**src/rtl/loader_pkg.sv**
```systemverilog
// rtl/loader_pkg.sv - loader state encoding and IMEM depth helper
package loader_pkg;

  typedef enum logic [2:0] {
    ST_IDLE    = 3'd0,
    ST_LOAD    = 3'd1,
    ST_CHECK   = 3'd2,
    ST_RELEASE = 3'd3,
    ST_RUN     = 3'd4,
    ST_ERROR   = 3'd5
  } loader_state_e;

  function automatic int unsigned depth_of(input int unsigned addr_w);
    return 32'd1 << addr_w;
  endfunction

endpackage

```
**src/rtl/program_loader_if.sv**
```systemverilog
// rtl/program_loader_if.sv - program word stream in, IMEM write port out
interface program_loader_if #(
  parameter int ADDR_W = 10
);
  logic              s_valid;
  logic              s_ready;
  logic [31:0]       s_data;
  logic              s_last;
  logic              imem_we;
  logic [ADDR_W-1:0] imem_addr;
  logic [31:0]       imem_wdata;

  modport master (
    output s_valid, s_data, s_last,
    input  s_ready, imem_we, imem_addr, imem_wdata
  );

  modport slave (
    input  s_valid, s_data, s_last,
    output s_ready, imem_we, imem_addr, imem_wdata
  );
endinterface

```
**src/rtl/loader_release_timer.sv**
```systemverilog
// rtl/loader_release_timer.sv - load/count-down timer holding the core in reset
module loader_release_timer #(
  parameter int CYCLES = 4
) (
  input  logic clock,
  input  logic reset,
  input  logic load,
  input  logic enable,
  output logic done
);
  localparam int CW = (CYCLES > 1) ? $clog2(CYCLES) : 1;
  localparam logic [CW-1:0] START = CW'(CYCLES - 1);

  logic [CW-1:0] count_q, count_d;

  // Loading CYCLES-1 makes done visible on the CYCLES-th enabled cycle.
  always_comb begin
    count_d = count_q;
    if (load) begin
      count_d = START;
    end else if (enable && count_q != '0) begin
      count_d = count_q - 1'b1;
    end
  end

  always_ff @(posedge clock) begin
    if (!reset) begin
      count_q <= '0;
    end else begin
      count_q <= count_d;
    end
  end

  assign done = (count_q == '0);
endmodule

```
**src/rtl/program_loader.sv**
```systemverilog
// rtl/program_loader.sv - streams a program image into IMEM, then releases the core
// Optional trailing XOR checksum word: PROGRAM_LOADER_CHECKSUM_EN.
module program_loader
  import loader_pkg::*;
#(
  parameter int ADDR_W         = 10,
  parameter int RELEASE_CYCLES = 4
) (
  input  logic              clock,
  input  logic              reset,
  input  logic              load_start,
  program_loader_if.slave   bus,
  output logic              core_reset,
  output logic              load_done,
  output logic              load_error,
  output logic [ADDR_W:0]   word_count
);
  localparam int unsigned DEPTH = depth_of(ADDR_W);
  localparam logic [ADDR_W:0] DEPTH_CNT = DEPTH[ADDR_W:0];

  loader_state_e     state_q, state_d;
  logic [ADDR_W:0]   word_count_q, word_count_d;
  logic              imem_we_q, imem_we_d;
  logic [ADDR_W-1:0] imem_addr_q, imem_addr_d;
  logic [31:0]       imem_wdata_q, imem_wdata_d;
  logic              timer_load;
  logic              timer_done;
  logic              xfer;
`ifdef PROGRAM_LOADER_CHECKSUM_EN
  logic [31:0]       csum_q, csum_d;
`endif

  assign bus.s_ready = (state_q == ST_LOAD) || (state_q == ST_CHECK);
  assign xfer        = bus.s_valid && bus.s_ready;

  always_comb begin
    state_d      = state_q;
    word_count_d = word_count_q;
    imem_we_d    = 1'b0;
    imem_addr_d  = imem_addr_q;
    imem_wdata_d = imem_wdata_q;
    timer_load   = 1'b0;
`ifdef PROGRAM_LOADER_CHECKSUM_EN
    csum_d       = csum_q;
`endif
    unique case (state_q)
      ST_IDLE, ST_RUN, ST_ERROR: begin
        if (load_start) begin
          state_d      = ST_LOAD;
          word_count_d = '0;
`ifdef PROGRAM_LOADER_CHECKSUM_EN
          csum_d       = '0;
`endif
        end
      end
      ST_LOAD: begin
        if (xfer) begin
          // A full image leaves no room: any further word is an overrun.
          if (word_count_q == DEPTH_CNT) begin
            state_d = ST_ERROR;
          end else begin
            imem_we_d    = 1'b1;
            imem_addr_d  = word_count_q[ADDR_W-1:0];
            imem_wdata_d = bus.s_data;
            word_count_d = word_count_q + 1'b1;
`ifdef PROGRAM_LOADER_CHECKSUM_EN
            csum_d       = csum_q ^ bus.s_data;
            if (bus.s_last) begin
              state_d = ST_CHECK;
            end
`else
            if (bus.s_last) begin
              state_d    = ST_RELEASE;
              timer_load = 1'b1;
            end
`endif
          end
        end
      end
`ifdef PROGRAM_LOADER_CHECKSUM_EN
      ST_CHECK: begin
        if (xfer) begin
          if (bus.s_data == csum_q) begin
            state_d    = ST_RELEASE;
            timer_load = 1'b1;
          end else begin
            state_d = ST_ERROR;
          end
        end
      end
`endif
      ST_RELEASE: begin
        if (timer_done) begin
          state_d = ST_RUN;
        end
      end
      default: begin
        state_d = ST_IDLE;
      end
    endcase
  end

  always_ff @(posedge clock) begin
    if (!reset) begin
      state_q      <= ST_IDLE;
      word_count_q <= '0;
      imem_we_q    <= 1'b0;
      imem_addr_q  <= '0;
      imem_wdata_q <= '0;
`ifdef PROGRAM_LOADER_CHECKSUM_EN
      csum_q       <= '0;
`endif
    end else begin
      state_q      <= state_d;
      word_count_q <= word_count_d;
      imem_we_q    <= imem_we_d;
      imem_addr_q  <= imem_addr_d;
      imem_wdata_q <= imem_wdata_d;
`ifdef PROGRAM_LOADER_CHECKSUM_EN
      csum_q       <= csum_d;
`endif
    end
  end

  loader_release_timer #(
    .CYCLES (RELEASE_CYCLES)
  ) u_release_timer (
    .clock  (clock),
    .reset  (reset),
    .load   (timer_load),
    .enable (state_q == ST_RELEASE),
    .done   (timer_done)
  );

  assign bus.imem_we    = imem_we_q;
  assign bus.imem_addr  = imem_addr_q;
  assign bus.imem_wdata = imem_wdata_q;
  assign core_reset     = (state_q != ST_RUN);
  assign load_done      = (state_q == ST_RUN);
  assign load_error     = (state_q == ST_ERROR);
  assign word_count     = word_count_q;
endmodule
```
**src/flat_wrapper.sv**
```systemverilog
// flat-port wrapper written by rule: the top's interface ports become plain ports
module program_loader_flat import loader_pkg::*;
#(
  parameter int ADDR_W         = 10,
  parameter int RELEASE_CYCLES = 4
)
  (clock, reset, load_start, core_reset, load_done, load_error, word_count, bus_s_valid, bus_s_data, bus_s_last, bus_s_ready, bus_imem_we, bus_imem_addr, bus_imem_wdata);
  program_loader_if #(.ADDR_W(ADDR_W)) bus_i ();
  input  logic clock;
  input  logic reset;
  input  logic load_start;
  output logic core_reset;
  output logic load_done;
  output logic load_error;
  output logic [ADDR_W:0] word_count;
  input wire logic [$bits(bus_i.s_valid)-1:0] bus_s_valid;
  input wire logic [$bits(bus_i.s_data)-1:0] bus_s_data;
  input wire logic [$bits(bus_i.s_last)-1:0] bus_s_last;
  output wire logic [$bits(bus_i.s_ready)-1:0] bus_s_ready;
  output wire logic [$bits(bus_i.imem_we)-1:0] bus_imem_we;
  output wire logic [$bits(bus_i.imem_addr)-1:0] bus_imem_addr;
  output wire logic [$bits(bus_i.imem_wdata)-1:0] bus_imem_wdata;
  assign bus_i.s_valid = bus_s_valid;
  assign bus_i.s_data = bus_s_data;
  assign bus_i.s_last = bus_s_last;
  assign bus_s_ready = bus_i.s_ready;
  assign bus_imem_we = bus_i.imem_we;
  assign bus_imem_addr = bus_i.imem_addr;
  assign bus_imem_wdata = bus_i.imem_wdata;
  program_loader #(.ADDR_W(ADDR_W), .RELEASE_CYCLES(RELEASE_CYCLES)) u_core (.clock(clock), .reset(reset), .load_start(load_start), .bus(bus_i), .core_reset(core_reset), .load_done(load_done), .load_error(load_error), .word_count(word_count));
endmodule
```
**config.mk**
```make
export PLATFORM = sky130hd
export DESIGN_NAME = program_loader_flat
export DESIGN_NICKNAME = d
export VERILOG_FILES = /design/src/rtl/loader_pkg.sv /design/src/rtl/program_loader_if.sv /design/src/rtl/loader_release_timer.sv /design/src/rtl/program_loader.sv /design/src/flat_wrapper.sv
export SDC_FILE = /design/constraint.sdc
export NUM_CORES = 1
export LEC_CHECK = 0
export BUFFER_PORTS_ARGS = -buffer_cell sky130_fd_sc_hd__buf_2
export CAP_MARGIN = 20
export CORE_ASPECT_RATIO = 0.8
export CORE_UTILIZATION = 48
export DETAILED_ROUTE_END_ITERATION = 16
export GPL_TIMING_DRIVEN = 1
export PLACE_DENSITY = 0.88
export RECOVER_POWER = 25
export REMOVE_ABC_BUFFERS = 1
export SKIP_CTS_REPAIR_TIMING = 1
export SYNTH_ARGS = -nofsm -noshare
export SYNTH_HDL_FRONTEND = slang
export SYNTH_SLANG_ARGS = --single-unit
```
**constraint.sdc**
```tcl
create_clock -name clock -period 2.73 [get_ports clock]
set_input_delay 0.4095 -clock clock [delete_from_list [all_inputs] [get_ports clock]]
set_output_delay 0.4095 -clock clock [all_outputs]
set_load 0.05 [all_outputs]
```
==> impl_metrics.json <==
{
  "status": "finished, final reports clean",
  "syn_avg_cell_area_um2": 8.33,
  "ant_nets": 0,
  "drv_cap": 0,
  "holdWs_ns": 0.312,
  "crit_path_max_fanout": 38,
  "syn_to_final_growth_pct": 27.0,
  "slew_headroom_pct": 45.2,
  "ios": 95,
  "startpoint_type": "flip-flop",
  "syn_area_um2": 2480,
  "pwr-share-comb_pct": 12.4,
  "cp-end-kind": "flip-flop",
  "hold_end": "u_core.bus.imem_wdata[28]$_SDFFE_PN0P_",
  "grt_pass1_wl_um": 8830,
  "postRouteWirelength_um": 5740,
  "p_switching_mw": 0.536,
  "port-buffer-count": 94,
  "drcViolationCount": 0,
  "required_ns": 2.92,
  "cts-root-buf": "clkbuf_8",
  "finalSetupViolCount": 0,
  "dieArea_um2": 5460,
  "clock.fmax_mhz": 478,
  "power.clock.fraction_pct": 44.7,
  "worstReg2RegStart": "u_core.word_count[0]$_SDFFE_PN0P_",
  "nFillCells": 453,
  "placed_cell_area_um2": 2940,
  "place_congestion": 0.939,
  "hold_class": "input port to flip-flop",
  "period_minus_slack_ns": 2.09,
  "post-place-ws_ns": 0.636,
  "grt.overflow.total": 0,
  "finClkSkew_ns": 0.0104,
  "placed_cells": 441,
  "power_mw": 2.11,
  "holdCritStartpoint": "bus_s_data[28]",
  "grt_setup_unrepaired": "no",
  "fin_ws_ns": 0.637,
  "grt_pass1_vias": 2026,
  "hold_path_depth": 3,
  "antenna_found_initial": 0,
  "start_util_pct": 49.8,
  "seqPwrFrac_pct": 42.9,
  "r2r_cells": 6,
  "drt-initial-drc-count": 109,
  "diodes": 0,
  "synthCells": 298,
  "die_y_um": 66.3,
  "fin_tns_setup_ns": 0,
  "htreeDepth": 3,
  "worst_pin_slew_ns": 0.811,
  "power_per_cell_area_nw_per_um2": 670,
  "drive_above_1_share_pct": 25.3,
  "arrival_ns": 2.28,
  "timing.critical_path.buf_inv": 1,
  "path_cells": "inv_1 -> ha_1 -> or4b_4 -> o31a_2 -> nand2_1 -> a21oi_1",
  "final_max_slew_viol_count": 0,
  "synth_warnings": 0,
  "die_w_um": 82.4,
  "nets": 430,
  "ir_drop_mv": 0.658,
  "crit_type": "flip-flop to flip-flop",
  "clk_pin_slew_ns": 0.06,
  "p_int_mw": 1.57,
  "crit_family": "compound AO/OA/AOI/OAI gates",
  "cts_sinks": 59,
  "via_count": 2360,
  "row_count": 23,
  "grt_max_degree": 51,
  "fin_cells": 457,
  "r2r-end": "u_core.bus.imem_wdata[3]$_SDFFE_PN0P_",
  "hold_violations": 0,
  "final_util_pct": 63.3,
  "grt_use_total_pct": 21.7,
  "cts_buffers": 9,
  "coreArea_um2": 4980,
  "hpwl_um": 3860,
  "drtPass1Iterations": 4,
  "wl_per_cell_um": 12.6,
  "ys_seq_area_share_pct": 47.6,
  "design_area_um2": 3150,
  "cp_slowest_stage_delay_ns": 0.61,
  "regToRegSetupSlack_ns": 0.64,
  "switching_share_pct": 25.4,
  "cts_tree": "yes",
  "post_drt_via_cell_ratio": 5.16,
  "worst_path_max_delay_cell": "o31a_2",
  "p_leak_nw": 1.25,
  "clk_latency_ns": 0.33,
  "post_synth_num_cell_types": 38,
  "min_period_over_period_pct": 76.7,
  "clk_path_buf_depth": 2,
  "ys_ff_latch": 59
}
[flip-flops by register name, summed over array words and instances, names as in the netlist]
register,cells
u_core.bus.imem_wdata,32
u_core.word_count,11
u_core.bus.imem_addr,10
u_core.state_q,3
u_core.u_release_timer.count_q,2
u_core.bus.imem_we,1
[worst reg2reg max path, stage by stage, from the launching register on]
cell and delay [ns]:
dfxtp_1 0.37, inv_1 0.10, ha_1 0.15, or4b_4 0.48, o31a_2 0.61, nand2_1 0.18, a21oi_1 0.07
[worst max-delay path by stage]
stage / start / end / cells past startpoint
floorplan: u_core.word_count[0]$_SDFFE_PN0P_ / u_core.bus.imem_addr[2]$_SDFFE_PN0P_ / 6
global placement: u_core.word_count[0]$_SDFFE_PN0P_ / u_core.bus.imem_addr[1]$_SDFFE_PN0P_ / 6
detailed placement: u_core.word_count[0]$_SDFFE_PN0P_ / u_core.bus.imem_wdata[31]$_SDFFE_PN0P_ / 6
CTS: u_core.word_count[0]$_SDFFE_PN0P_ / u_core.bus.imem_wdata[31]$_SDFFE_PN0P_ / 6
global route: u_core.word_count[0]$_SDFFE_PN0P_ / u_core.bus.imem_wdata[6]$_SDFFE_PN0P_ / 6
finish: u_core.word_count[0]$_SDFFE_PN0P_ / u_core.bus.imem_wdata[3]$_SDFFE_PN0P_ / 6
[cell usage in the layout, fill, tap and decap left out, types with 4 or more instances in the layout]
cell type / instances
a21oi_1: 49
clkbuf_8: 13
a21oi_2: 8
or4_1: 5
clkbuf_1: 29
o31ai_1: 5
inv_1: 10
nand2_1: 92
buf_4: 4
o21ai_0: 4
buf_2: 65
dfxtp_1: 59
nand2b_1: 5
nor2_1: 5
[cells by family (layout without fill, tap and decap cells)]
group / count (synthesis) / after routing / synth area share, %
compound gates: 71 / 71 / 17.3
xor+xnor: 2 / 2 / 0.706
fa+ha+maj: 3 / 3 / 1.51
buf+inv: 28 / 125 / 6.40
flops: 59 / 59 / 47.6
mux: 3 / 3 / 1.21
simple gates: 132 / 132 / 25.3
[cell type report]
type / instances / area [um2] / area share, %
tap: 62 / 77.6 / 2.46
clock buffer: 13 / 179 / 5.68
clock inverter: 3 / 67.6 / 2.14
multi-input combinational: 211 / 1140 / 36.2
inverter: 11 / 41.3 / 1.31
sequential: 59 / 1180 / 37.5
timing repair buffer: 98 / 464 / 14.7
[power groups by stage]
stage	registers (mW)	clock network (mW)	logic [mW]
after floorplan	1.00	0	0.102
after global placement	0.922	0	0.261
after detailed placement	0.924	0	0.266
after CTS	0.905	0.969	0.267
after global routing	0.909	1.01	0.283
final	0.906	0.943	0.261
[metal layers]
metal | track usage [%] | wire [um] | vias up | part of all wire, %
met1 | 25.4 | 2630 | 1091 | 46
met4 | 7.68 | 31 | 0 | 0.54
met3 | 9.10 | 358 | 4 | 6.2
met5 | 0 | 0 | - | 0
met2 | 35.2 | 2720 | 69 | 47
li1 | - | - | 1196 | -
[synth_stat cells, drive strengths merged]
master / count / share of area, %
nand2: 92 / 14
a21o: 1 / 0.30
nor2: 5 / 0.76
or4: 6 / 2.0
clkbuf: 6 / 0.91
o21ai: 4 / 0.81
buf: 11 / 3.8
clkinv: 1 / 0.15
ha: 3 / 1.5
nor4bb: 1 / 0.40
nor4: 2 / 0.50
nand3b: 2 / 0.60
and3: 2 / 0.50
mux2i: 3 / 1.2
nand3: 3 / 0.60
inv: 10 / 1.5
nor4b: 1 / 0.35
nor2b: 2 / 0.50
a21oi: 57 / 13
xnor2: 2 / 0.71
nand2b: 5 / 1.3
dfxtp: 59 / 48
a211o: 2 / 0.71
nand4b: 1 / 0.35
o31ai: 6 / 2.4
or4b: 2 / 0.96
o31a: 1 / 0.40
or2b: 1 / 0.35
or3: 3 / 0.96
nand4: 3 / 0.76
and4bb: 1 / 0.50
Power figures use the tool's default switching activity.
